[src/rtl/if_fetch_unit_pkg.sv]
// rtl/if_fetch_unit_pkg.sv - shared constants and types for the instruction fetch unit
package if_fetch_unit_pkg;

    localparam logic [31:0] NOP_INSTR          = 32'h0000_0000;
    localparam logic [5:0]  OPCODE_J           = 6'b000010;
    localparam int          IMEM_DEPTH_DEFAULT = 16;

    typedef enum logic {
        RUN  = 1'b0,
        HALT = 1'b1
    } fetch_state_e;

endpackage

[src/rtl/if_next_pc.sv]
// rtl/if_next_pc.sv - next-PC priority mux (jump > branch > stall > sequential) with range check
module if_next_pc
    import if_fetch_unit_pkg::*;
#(
    parameter int ADDR_W     = 32,
    parameter int IMEM_DEPTH = IMEM_DEPTH_DEFAULT
) (
    input  logic [ADDR_W-1:0] pc,
    input  logic              stall,
    input  logic              jump,
    input  logic [25:0]       jump_target,
    input  logic              branch_taken,
    input  logic [ADDR_W-1:0] branch_target,
    output logic              redirect,
    output logic [ADDR_W-1:0] pc_cand,
    output logic [ADDR_W-1:0] pc_seq,
    output logic              cand_in_range
);

    logic [ADDR_W-1:0] jump_pc;

    always_comb begin
        pc_seq   = pc + 1'b1;
        // J-format keeps the upper PC bits and replaces the low 26
        jump_pc  = {pc[ADDR_W-1:26], jump_target};
        redirect = jump | branch_taken;
        if (jump) begin
            pc_cand = jump_pc;
        end else if (branch_taken) begin
            pc_cand = branch_target;
        end else if (stall) begin
            pc_cand = pc;
        end else begin
            pc_cand = pc_seq;
        end
        cand_in_range = (pc_cand < ADDR_W'(IMEM_DEPTH));
    end

endmodule

[src/rtl/if_fetch_unit.sv]
// rtl/if_fetch_unit.sv - PC ownership, RUN/HALT control and IF/ID pipeline register
module if_fetch_unit
    import if_fetch_unit_pkg::*;
#(
    parameter int RESET_PC   = 0,
    parameter int IMEM_DEPTH = IMEM_DEPTH_DEFAULT,
    parameter int ADDR_W     = 32
) (
    input  logic              clk,
    input  logic              rst,
    input  logic              stall,
    input  logic              flush,
    input  logic              branch_taken,
    input  logic [ADDR_W-1:0] branch_target,
    input  logic              jump,
    input  logic [25:0]       jump_target,
    output logic [ADDR_W-1:0] imem_addr,
    input  logic [31:0]       imem_instr,
    output logic [31:0]       instr_out,
    output logic [ADDR_W-1:0] pc_out,
    output logic [ADDR_W-1:0] pc_next_out,
    output logic              valid_out,
    output logic              halted,
    output logic [31:0]       fetch_count
);

    fetch_state_e      state_q, state_d;
    logic [ADDR_W-1:0] pc_q, pc_d;
    logic [31:0]       instr_q, instr_d;
    logic [ADDR_W-1:0] pc_out_q, pc_out_d;
    logic [ADDR_W-1:0] pc_next_q, pc_next_d;
    logic              valid_q, valid_d;
    logic [31:0]       count_q, count_d;

    logic              redirect;
    logic [ADDR_W-1:0] pc_cand;
    logic [ADDR_W-1:0] pc_seq;
    logic              cand_in_range;

    if_next_pc #(
        .ADDR_W     (ADDR_W),
        .IMEM_DEPTH (IMEM_DEPTH)
    ) u_next_pc (
        .pc            (pc_q),
        .stall         (stall),
        .jump          (jump),
        .jump_target   (jump_target),
        .branch_taken  (branch_taken),
        .branch_target (branch_target),
        .redirect      (redirect),
        .pc_cand       (pc_cand),
        .pc_seq        (pc_seq),
        .cand_in_range (cand_in_range)
    );

    always_ff @(posedge clk or posedge rst) begin
        if (rst) begin
            state_q <= RUN;
        end else begin
            state_q <= state_d;
        end
    end

    always_comb begin
        state_d = state_q;
        case (state_q)
            RUN:     if (!cand_in_range) state_d = HALT;
            HALT:    if (redirect && cand_in_range) state_d = RUN;
            default: state_d = RUN;
        endcase
    end

    always_comb begin
        halted    = (state_q == HALT);
        imem_addr = pc_q;
    end

    // Out-of-range candidates never load the PC; in HALT only a redirect moves it
    always_comb begin
        pc_d = pc_q;
        if (state_q == RUN) begin
            if (cand_in_range) pc_d = pc_cand;
        end else if (redirect && cand_in_range) begin
            pc_d = pc_cand;
        end
    end

    always_comb begin
        instr_d   = instr_q;
        pc_out_d  = pc_out_q;
        pc_next_d = pc_next_q;
        valid_d   = valid_q;
        count_d   = count_q;
        if (state_q == HALT || redirect || flush) begin
            instr_d = NOP_INSTR;
            valid_d = 1'b0;
        end else if (!stall) begin
            instr_d   = imem_instr;
            pc_out_d  = pc_q;
            pc_next_d = pc_seq;
            valid_d   = 1'b1;
            if (count_q != 32'hFFFF_FFFF) count_d = count_q + 32'd1;
        end
    end

    always_ff @(posedge clk or posedge rst) begin
        if (rst) begin
            pc_q      <= ADDR_W'(RESET_PC);
            instr_q   <= NOP_INSTR;
            pc_out_q  <= '0;
            pc_next_q <= '0;
            valid_q   <= 1'b0;
            count_q   <= 32'd0;
        end else begin
            pc_q      <= pc_d;
            instr_q   <= instr_d;
            pc_out_q  <= pc_out_d;
            pc_next_q <= pc_next_d;
            valid_q   <= valid_d;
            count_q   <= count_d;
        end
    end

    assign instr_out   = instr_q;
    assign pc_out      = pc_out_q;
    assign pc_next_out = pc_next_q;
    assign valid_out   = valid_q;
    assign fetch_count = count_q;

endmodule

[config.mk]
export PLATFORM = sky130hd
export DESIGN_NAME = if_fetch_unit
export DESIGN_NICKNAME = d
export VERILOG_FILES = /design/src/rtl/if_fetch_unit_pkg.sv /design/src/rtl/if_next_pc.sv /design/src/rtl/if_fetch_unit.sv
export SDC_FILE = /design/constraint.sdc
export NUM_CORES = 1
export LEC_CHECK = 0
export BUFFER_PORTS_ARGS = -buffer_cell sky130_fd_sc_hd__buf_4
export CAP_MARGIN = 20
export CORE_UTILIZATION = 43
export DETAILED_ROUTE_END_ITERATION = 7
export GPL_TIMING_DRIVEN = 1
export PLACE_DENSITY = 0.71
export REMOVE_ABC_BUFFERS = 1
export SLEW_MARGIN = 5
export SYNTH_ARGS = -nofsm -noshare
export SYNTH_HDL_FRONTEND = slang
export SYNTH_SLANG_ARGS = --single-unit
[constraint.sdc]
create_clock -name clk -period 6 [get_ports clk]
set_clock_uncertainty 0.05 [all_clocks]
set_input_delay 0.3 -clock clk [delete_from_list [all_inputs] [get_ports clk]]
set_output_delay 0.3 -clock clk [all_outputs]
set_load 0.02 [all_outputs]
== Word-level counts from Yosys, hierarchy flattened ==
Index checks and enable logic that the tools add are counted.
Widths: inputs -> output; s select.
Operators by class
  add/subtract/negate cells: 2
  order comparisons: 1
  equality and inequality tests: 3
  mux-type cells: 13
  bitwise gates (word level): 4
  reduce and logical (&&, ||, !) cells: 7
Operators by type and width (count)
  $mux 32: 8
  $add 32x1->32 const B: 2
  $lt 32x5->1 const B: 1
  $ne 32x32->1 const B: 1
  $mux 1: 4
  $ne 2x1->1 const B: 2
  $reduce_and 2->1: 2
  $not 1->1: 3
  $reduce_and 3->1: 1
  $logic_or 1x1->1: 2
  $pmux 1 s2: 1
  $reduce_bool 2->1: 1
  $logic_and 1x1->1: 1
  $or 1x1->1: 1
Word-level totals
  flip-flop bits (word level): 162
  input bits: 96
  output and inout bits: 162
  word-level logic and storage cells: 37

== Longest topological paths before layout ==
Gate-level depths: netlist (run 1).
  depth after elaboration: 8
  mapped depth: 13
  mapped depth without buffers: 10

== Modules after synthesis ==
A second synthesis (run 1) with hierarchy kept.
Second synthesis, totals
  cells, all modules: 899
  area, all modules: 8613.3 um2
Modules (own cells, without submodules)
  if_fetch_unit: instances 1, cells each 562, area an instance 6346.1 um2, sequential area each 4053.9 um2
  if_next_pc: instances 1, cells each 337, area an instance 2267.2 um2, sequential area each 0.0 um2

== Worst setup path before layout (run 1) ==
OpenSTA, ideal clock, no wires.
  path type: register to register
  start: reg pc_q[11] (netlist: imem_addr[11])
  end: reg pc_q[0] (netlist: imem_addr[0])
  library setup time: 125 ps
  arrival time: 3189 ps
  data required time: 5825 ps
  slack: 2637 ps
  cell stages (with the launch flop): 11
  buffers on the path: 1
  period minus slack after synthesis: 3363 ps
  path through: dfrtp_1 -> buf_2 -> nand3_1 -> or4_1 -> or4_1 -> xor2_1 -> o2111ai_1 -> a2111oi_2 -> a21oi_1 -> nor2_2 -> mux2_2
On the way
  cells in the longest elaborated chain, start to end: 8
  elaborated cells between the ends (all ways): 9
  classes of those cells: 1 x add/sub; 1 x order compare; 1 x eq/ne; 3 x mux; 3 x reduce/logical
RTL lines
  from (decl): RTL line if_fetch_unit.sv:28  | logic [ADDR_W-1:0] pc_q, pc_d;
  from (signal assigned): RTL line if_fetch_unit.sv:108  | pc_q <= ADDR_W'(RESET_PC);
  from (signal assigned): RTL line if_fetch_unit.sv:115  | pc_q <= pc_d;
  $add 32x1->32: RTL line if_next_pc.sv:23  | pc_seq = pc + 1'b1;
  $mux 32 (*): RTL line if_next_pc.sv:31  | end else if (stall) begin
  $mux 32 (*): RTL line if_next_pc.sv:29  | end else if (branch_taken) begin
  $mux 32 (*): RTL line if_next_pc.sv:27  | if (jump) begin
  $lt 32x5->1 (*): RTL line if_next_pc.sv:36  | cand_in_range = (pc_cand < ADDR_W'(IMEM_DEPTH));
  $logic_and 1x1->1: RTL line if_fetch_unit.sv:83  | end else if (redirect && cand_in_range) begin
  $ne 2x1->1 (no source line)
  $reduce_and 2->1 (no source line) (*)
Mark *: on every way between the ends. The rest lies on a longest branch, timed or not.
A chain may end at the register's enable or synchronous reset.

== Final worst setup path (run 1) ==
  start: reg pc_q[5] (netlist: imem_addr[5])
  end: reg pc_q[15] (netlist: imem_addr[15])
On the way
  cells in the longest elaborated chain, start to end: 8
  elaborated cells between the ends (all ways): 12
  classes of those cells: 1 x add/sub; 1 x order compare; 1 x eq/ne; 6 x mux; 3 x reduce/logical
RTL lines (RTL line)
  $add 32x1->32: if_next_pc.sv:23
  $mux 32 (*): if_next_pc.sv:31
  $mux 32 (*): if_next_pc.sv:29
  $mux 32 (*): if_next_pc.sv:27
  $lt 32x5->1: if_next_pc.sv:36
  $logic_and 1x1->1: if_fetch_unit.sv:83
  $ne 2x1->1 (no source line)
  $reduce_and 2->1 (no source line)
Mark *: on every way between the ends. The rest lies on a longest branch, timed or not. The select of a mux whose other input is x is not followed.

==> results of run 1 <==
==> state kept, by name (all words and copies together) (netlist names) <==
register,cells
halted,1
fetch_count,32
pc_out,32
pc_next_out,32
imem_addr,32
instr_out,32
valid_out,1
==> per-layer routing <==
layer / vias up / wire, microns
met4: 0 / 293
met2: 257 / 10700
met3: 23 / 2070
li1: 3163 / -
met5: - / 0
met1: 3211 / 9630
==> per-stage QoR <==
stage | instance area [sq um] | instances | hold WS [ns]
global placement | 10000 | 1214 | 0.412
CTS | 10600 | 1246 | 0.0432
detailed placement | 10000 | 1214 | 0.432
global route | 10600 | 1246 | 0.0504
floorplan | 7730 | 724 | 0.337
finish | 10600 | 1246 | 0.00970
==> logic make-up (layout without fill, tap and decap cells) <==
group                      after synthesis  count (layout)
adders and majority gates                2               2
AOI/OAI and AO/OA                       99              99
DFF                                    162             162
buffers and inverters                   69             306
xor gates and xnor gates                74              74
muxes                                   72              72
and+or+nand+nor                        302             302
==> worst max-delay path by stage <==
stage / from / end / slack, ns / depth (start not counted)
final: imem_addr[5] / imem_addr[15] / 1.86 / 10
after global placement: imem_addr[5] / imem_addr[15] / 2.02 / 10
after CTS: imem_addr[5] / imem_addr[15] / 1.89 / 10
after floorplan: rst / fetch_count[0] / 1.27 / 1
after detailed placement: imem_addr[5] / imem_addr[15] / 1.89 / 10
after global routing: imem_addr[4] / imem_addr[10] / 1.49 / 10
==> worst max-delay path: stages (launching register included) <==
cell and delay [ns]:
dfrtp_1 0.53, nand3_1 0.40, or4_1 0.73, or4_1 0.52, xor2_1 0.15, o2111ai_1 0.15
a2111oi_2 0.44, nor2_1 0.09, nor2_2 0.51, buf_4 0.36, nor2b_1 0.08
==> area by class of cell <==
cell class | count | share of cell area
multi-input cells | 549 | 0.343
clock buffers | 21 | 0.0444
flip-flops and latches | 162 | 0.382
clock inverters | 11 | 0.0132
well taps | 229 | 0.0270
repair buffers | 261 | 0.185
inverters | 13 | 0.00507
==> power by group through the flow <==
stage / combinational, W / clock [W] / sequential [W]
global route: 0.000159 / 0.00119 / 0.00110
floorplan: 0.0000496 / 0 / 0.00113
CTS: 0.000147 / 0.00114 / 0.00110
global placement: 0.000146 / 0 / 0.00112
detailed placement: 0.000146 / 0 / 0.00112
finish: 0.000145 / 0.00112 / 0.00110
==> synthesized netlist by cell type (2+ instances only) <==
library cell and count:
a2111oi_0 2, a211oi_1 3, a21oi_1 40, a31oi_1 6
and2_1 2, and3_1 14, and4_1 7, buf_1 6
buf_2 16, buf_6 2, clkbuf_1 30, clkbuf_2 2
dfrtp_1 162, ha_1 2, inv_1 11, mux2_2 33
mux2i_1 39, nand2_1 47, nand2b_1 4, nand3_1 32
nand4_1 13, nor2_1 90, nor2_2 3, nor2b_1 25
nor2b_2 7, nor3_1 15, nor3b_1 2, nor4_1 16
o2111ai_1 3, o21a_1 3, o21ai_0 23, o22ai_1 2
o311ai_0 3, o31ai_1 3, or2_2 3, or3_1 7
or4_1 5, xnor2_1 44, xor2_1 30
==> qor.txt, run 1 <==
status -> finished with violations
failing checks -> DRC
Combinational Power Share -> 0.061
initial antenna violation count -> 0
# IOs -> 258
vias -> 6,654
maximum number of pins on one net before global-route repair -> 99
Critical Path Source Type -> register
Final ANT Viol Nets -> 0
flip-flop and latch area -> 4050 sq um
Seq/Total Area, Yosys -> 0.508
port bufs -> 257
Power Total -> 0.00236 W
Reg2Reg Setup Slack -> 1.86 ns
drt pass-1 iters -> 8
Core Area -> 18,100 sq um
Slew headroom -> 0.417
Compound-Gate Fraction of Synth Area -> 0.0771
Max Cap Violations -> 0
asr flop ratio synth -> 1.00
critical path fanouts, max -> 17
vias in the first global route -> 6,593
Clk pin slew, worst setup/hold paths -> 0.07 ns
Congestion Overflow GR -> 0
Die X -> 138 microns
RSZ-0062 raised after global routing -> no
FMAX -> 241 MHz
xor/xnor share of the synthesized area -> 0.0812
Required @ worst endpoint -> 6.26 ns
Least-Margin Pin Slew -> 0.875 ns
Hold Vio Cnt, Final -> 0
Area Growth Syn to Fin -> 32.9%
fin. max-slew vios -> 0
# diodes -> 0
DR iter-0 viols -> 430
die area -> 19,100 sq um
minimum clock period -> 4.14 ns
Hold WC Path Type -> in2async
Flop pwr share -> 0.466
Int Pwr -> 0.00182 W
post-CTS setup buffers -> 0
worst r2r src -> imem_addr[5]
PostCTS Resize Cnt -> 0
Num Clock Sinks -> 162
Adder-Cell Fraction of Synth Area -> 0.00314
fin crit share -> 0.690
share of cells above drive strength 1 -> 0.345
most frequent cells in the layout -> buf_4, dfrtp_1, nor2_1, nand2_1, xnor2_1
P per Cell Area -> 223 nW/um^2
R2R cell count -> 10
met3 Use GR -> 0.0946
Clock Latency Late Sink -> 0.43 ns
Lkg Pwr -> 5.20 nW
CP Data Arrival Time -> 4.40 ns
Mapped Cells -> 780
gpl congestion -> 0.885
Tot GR Track Use -> 0.242
HPWL Detailed -> 16,600 microns
DRC errors left -> 22
top post-synthesis cells by area -> dfrtp_1, mux2i_1, xnor2_1, mux2_2, nor2_1
# nets final -> 1,102
met2 GRT Util -> 0.382
H-tree Lvls -> 4
Fill cells -> 1,550
multi-input logic area -> 3640 sq um
Die Ht -> 138 microns
Fin Setup TNS -> 0 ns
Post-synth EDFFs -> 0
Place WS -> 1.89 ns
Max VDD drop -> 0.187 mV
initial core utilization -> 0.441
Top Usage Layer GRT -> met2
CTS tree -> done
main combinational cell family by area after synthesis -> simple AND/OR/NAND/NOR gates
Net Switching -> 0.000540 W
first-pass GRT wire length -> 36,100 microns
CP endpoint kind -> register
synth unique cells -> 62
Seq cells post-synth -> 162
hold_buf cts -> 0
Post-synth top flop -> dfrtp_1
Syn Area/Cell -> 10.2 sq um
M1 GR Usage -> 0.311
vias per std cell -> 5.34
multiplexer share of the synthesized area -> 0.0955
Mapped Area -> 7980 sq um
total CTS buffers -> 17
number of synthesis warnings -> 0
clk buf depth -> 2
r2r endpoint -> imem_addr[15]
CTS root buf -> clkbuf_16
Final setup viols -> 0
cell taking the most area after synthesis -> dfrtp_1
DR WL/cell -> 18.2 microns
path type of the worst setup path -> reg2reg
sw frac -> 0.228
commonest non-fill, non-tap cell in the layout -> buf_4
Clk pwr share -> 0.473
post-synth top area share -> 0.508
Synth Area in Simple Gates -> 0.198
Util after Layout -> 0.586
Rows -> 49
Routed Wire Length -> 22,700 microns
worst setup margin -> 1.86 ns
No activity file was read; power rests on OpenSTA's default activity.
==> run 2: changes to the inputs <==
--- a/config.mk
+++ b/config.mk
@@ -10,7 +10,7 @@
 export CORE_UTILIZATION = 43
 export DETAILED_ROUTE_END_ITERATION = 7
 export GPL_TIMING_DRIVEN = 1
-export PLACE_DENSITY = 0.71
+export PLACE_DENSITY = 0.74
 export REMOVE_ABC_BUFFERS = 1
 export SLEW_MARGIN = 5
 export SYNTH_ARGS = -nofsm -noshare
==> constraint.sdc (replaced) <==
create_clock -name clk -period 3.55 [get_ports clk]
set_clock_uncertainty 0.05 [all_clocks]
set_input_delay 0.1775 -clock clk [delete_from_list [all_inputs] [get_ports clk]]
set_output_delay 0.1775 -clock clk [all_outputs]
set_load 0.02 [all_outputs]
==> run 2 against run 1 <==
Net effect: the run still ends with DRC left; die area unchanged; global-route usage increased by 1.9 points; first-iteration DRC count up 3.7%; clock power grew 74%; largest power group unchanged; highest routed layer unchanged.
==> qor.txt, run 2 (synthesis results as in run 1) <==
# diodes -> 0
vias per std cell -> 5.33
CP Data Arrival Time -> 3.56 ns
drt pass-1 iters -> 7
CP endpoint kind -> register
H-tree Lvls -> 4
Clock Latency Late Sink -> 0.43 ns
total CTS buffers -> 17
maximum number of pins on one net before global-route repair -> 94
final instance area -> 11,200 sq um
Top Usage Layer GRT -> met2
vias -> 6,983
Tot GR Track Use -> 0.261
Lkg Pwr -> 5.52 nW
CTS root buf -> clkbuf_16
Max VDD drop -> 0.294 mV
crit path from -> imem_addr[22]
Routed Wire Length -> 24,200 microns
Least-Margin Pin Slew -> 0.839 ns
share of cells above drive strength 1 -> 0.353
Num Clock Sinks -> 162
status -> finished with violations
Die Ht -> 138 microns
initial antenna violation count -> 0
Final ANT Viol Nets -> 0
Hold WC Path Type -> in2reg
# nets final -> 1,167
FMAX -> 303 MHz
path type of the worst setup path -> reg2reg
Required @ worst endpoint -> 3.81 ns
Final setup viols -> 0
gpl congestion -> 0.942
P per Cell Area -> 366 nW/um^2
first-pass GRT wire length -> 39,000 microns
most frequent cells in the layout -> buf_4, dfrtp_1, nor2_1, nand2_1, xnor2_1
critical path fanouts, max -> 8
Rows -> 49
fin crit share -> 0.929
clk buf depth -> 2
R2R cell count -> 9
# IOs -> 258
DR WL/cell -> 18.4 microns
Congestion Overflow GR -> 0
port bufs -> 257
placed cell area -> 10,200 sq um
DRC errors left -> 25
hold path cells -> 3
Clk pin slew, worst setup/hold paths -> 0.07 ns
failing checks -> DRC
Critical Path Source Type -> register
Hold Vio Cnt, Final -> 0
M1 GR Usage -> 0.323
vias in the first global route -> 7,197
Die X -> 138 microns
worst setup margin -> 0.254 ns
Slew headroom -> 0.441
Area Growth Syn to Fin -> 40.4%
RSZ-0062 raised after global routing -> no
met2 GRT Util -> 0.436
initial core utilization -> 0.441
Max Cap Violations -> 0
Place WS -> 0.230 ns
DR iter-0 viols -> 446
CTS tree -> done
fin. max-slew vios -> 0
die area -> 19,100 sq um
minimum clock period -> 3.30 ns
HPWL Detailed -> 17,300 microns
hold_ws -> 0.0572 ns
worst r2r src -> imem_addr[22]
met3 Use GR -> 0.0786
commonest non-fill, non-tap cell in the layout -> buf_4
min-delay src -> jump_target[2]
Core Area -> 18,100 sq um
run 2: changes by cell type in the layout (fill, tap and decap cells not counted):
cell           previous run  this run
dlygate4sd3_1             0        34
buf_4                   261       291
clkbuf_8                  3         0
clkinv_4                  0         3
clkinvlp_4                3         0
a2111oi_0                 2         1
a2111oi_1                 0         1
buf_12                    0         1
bufinv_16                 2         3
clkinv_2                  0         1
clkinv_8                  0         1
run 2: worst paths after layout:
| kind | endpoint | slack (ns) |
|---|---|---|
| max reg2reg | imem_addr[0] | 0.25 |
| max | imem_addr[0] | 0.25 |
| min reg2reg | pc_out[19] | 0.45 |
| min | imem_addr[2] | 0.06 |
| min in group asynchronous | fetch_count[1] | 0.39 |
| max in group asynchronous | pc_out[28] | 2.13 |
run 2: power by group:
part           internal, W  switching, W
Sequential         0.00186    0.00000630
Combinational     0.000144      0.000142
Clock              0.00113      0.000820
run 2: layer usage:
layer  share of wire  up-vias  wire, microns
met4           0.021        0            500
met1            0.42     3387          10100
met2            0.49      263          11800
met5               0        -              0
li1                -     3297              -
met3           0.073       36           1750
run 2: layout make-up:
cell class,count,area [sq um]
Timing Repair Buffer,326,2540
Clock buffer,18,429
Multi-Input combinational cell,549,3640
Fill cell,1516,6880
Inverter,13,53.8
Sequential cell,162,4050
Clock inverter,14,195
Tap cell,229,287
run 2: critical path: stages, from the launching register on:
cell and delay, ns:
dfrtp_1 0.48, nand4_1 0.16, or4_1 0.52, or4_1 0.51, xor2_1 0.14, o2111ai_1 0.14
a2111oi_2 0.45, a21oi_1 0.13, nor2_2 0.23, mux2_2 0.37
run 2: timing repair:
action	in CTS	in global routing
buffers inserted	0	0
gates resized for setup	0	1
hold buffers	34	0
hold endpoints to repair	125	0
endpoints found under the setup margin	0	2
run 2: stage by stage:
| stage | TNS, ns | total power [W] | util | cells |
|---|---|---|---|---|
| 6_report | 0 | 0.00410 | 0.620 | 1311 |
| 5_1_grt | 0 | 0.00424 | 0.620 | 1311 |
| 4_1_cts | 0 | 0.00414 | 0.620 | 1311 |
| 3_5_place_dp | 0 | 0.00215 | 0.566 | 1245 |
| 3_3_place_gp | 0 | 0.00215 | 0.566 | 1245 |
| 2_1_floorplan | -191.45 | 0.00199 | - | 724 |
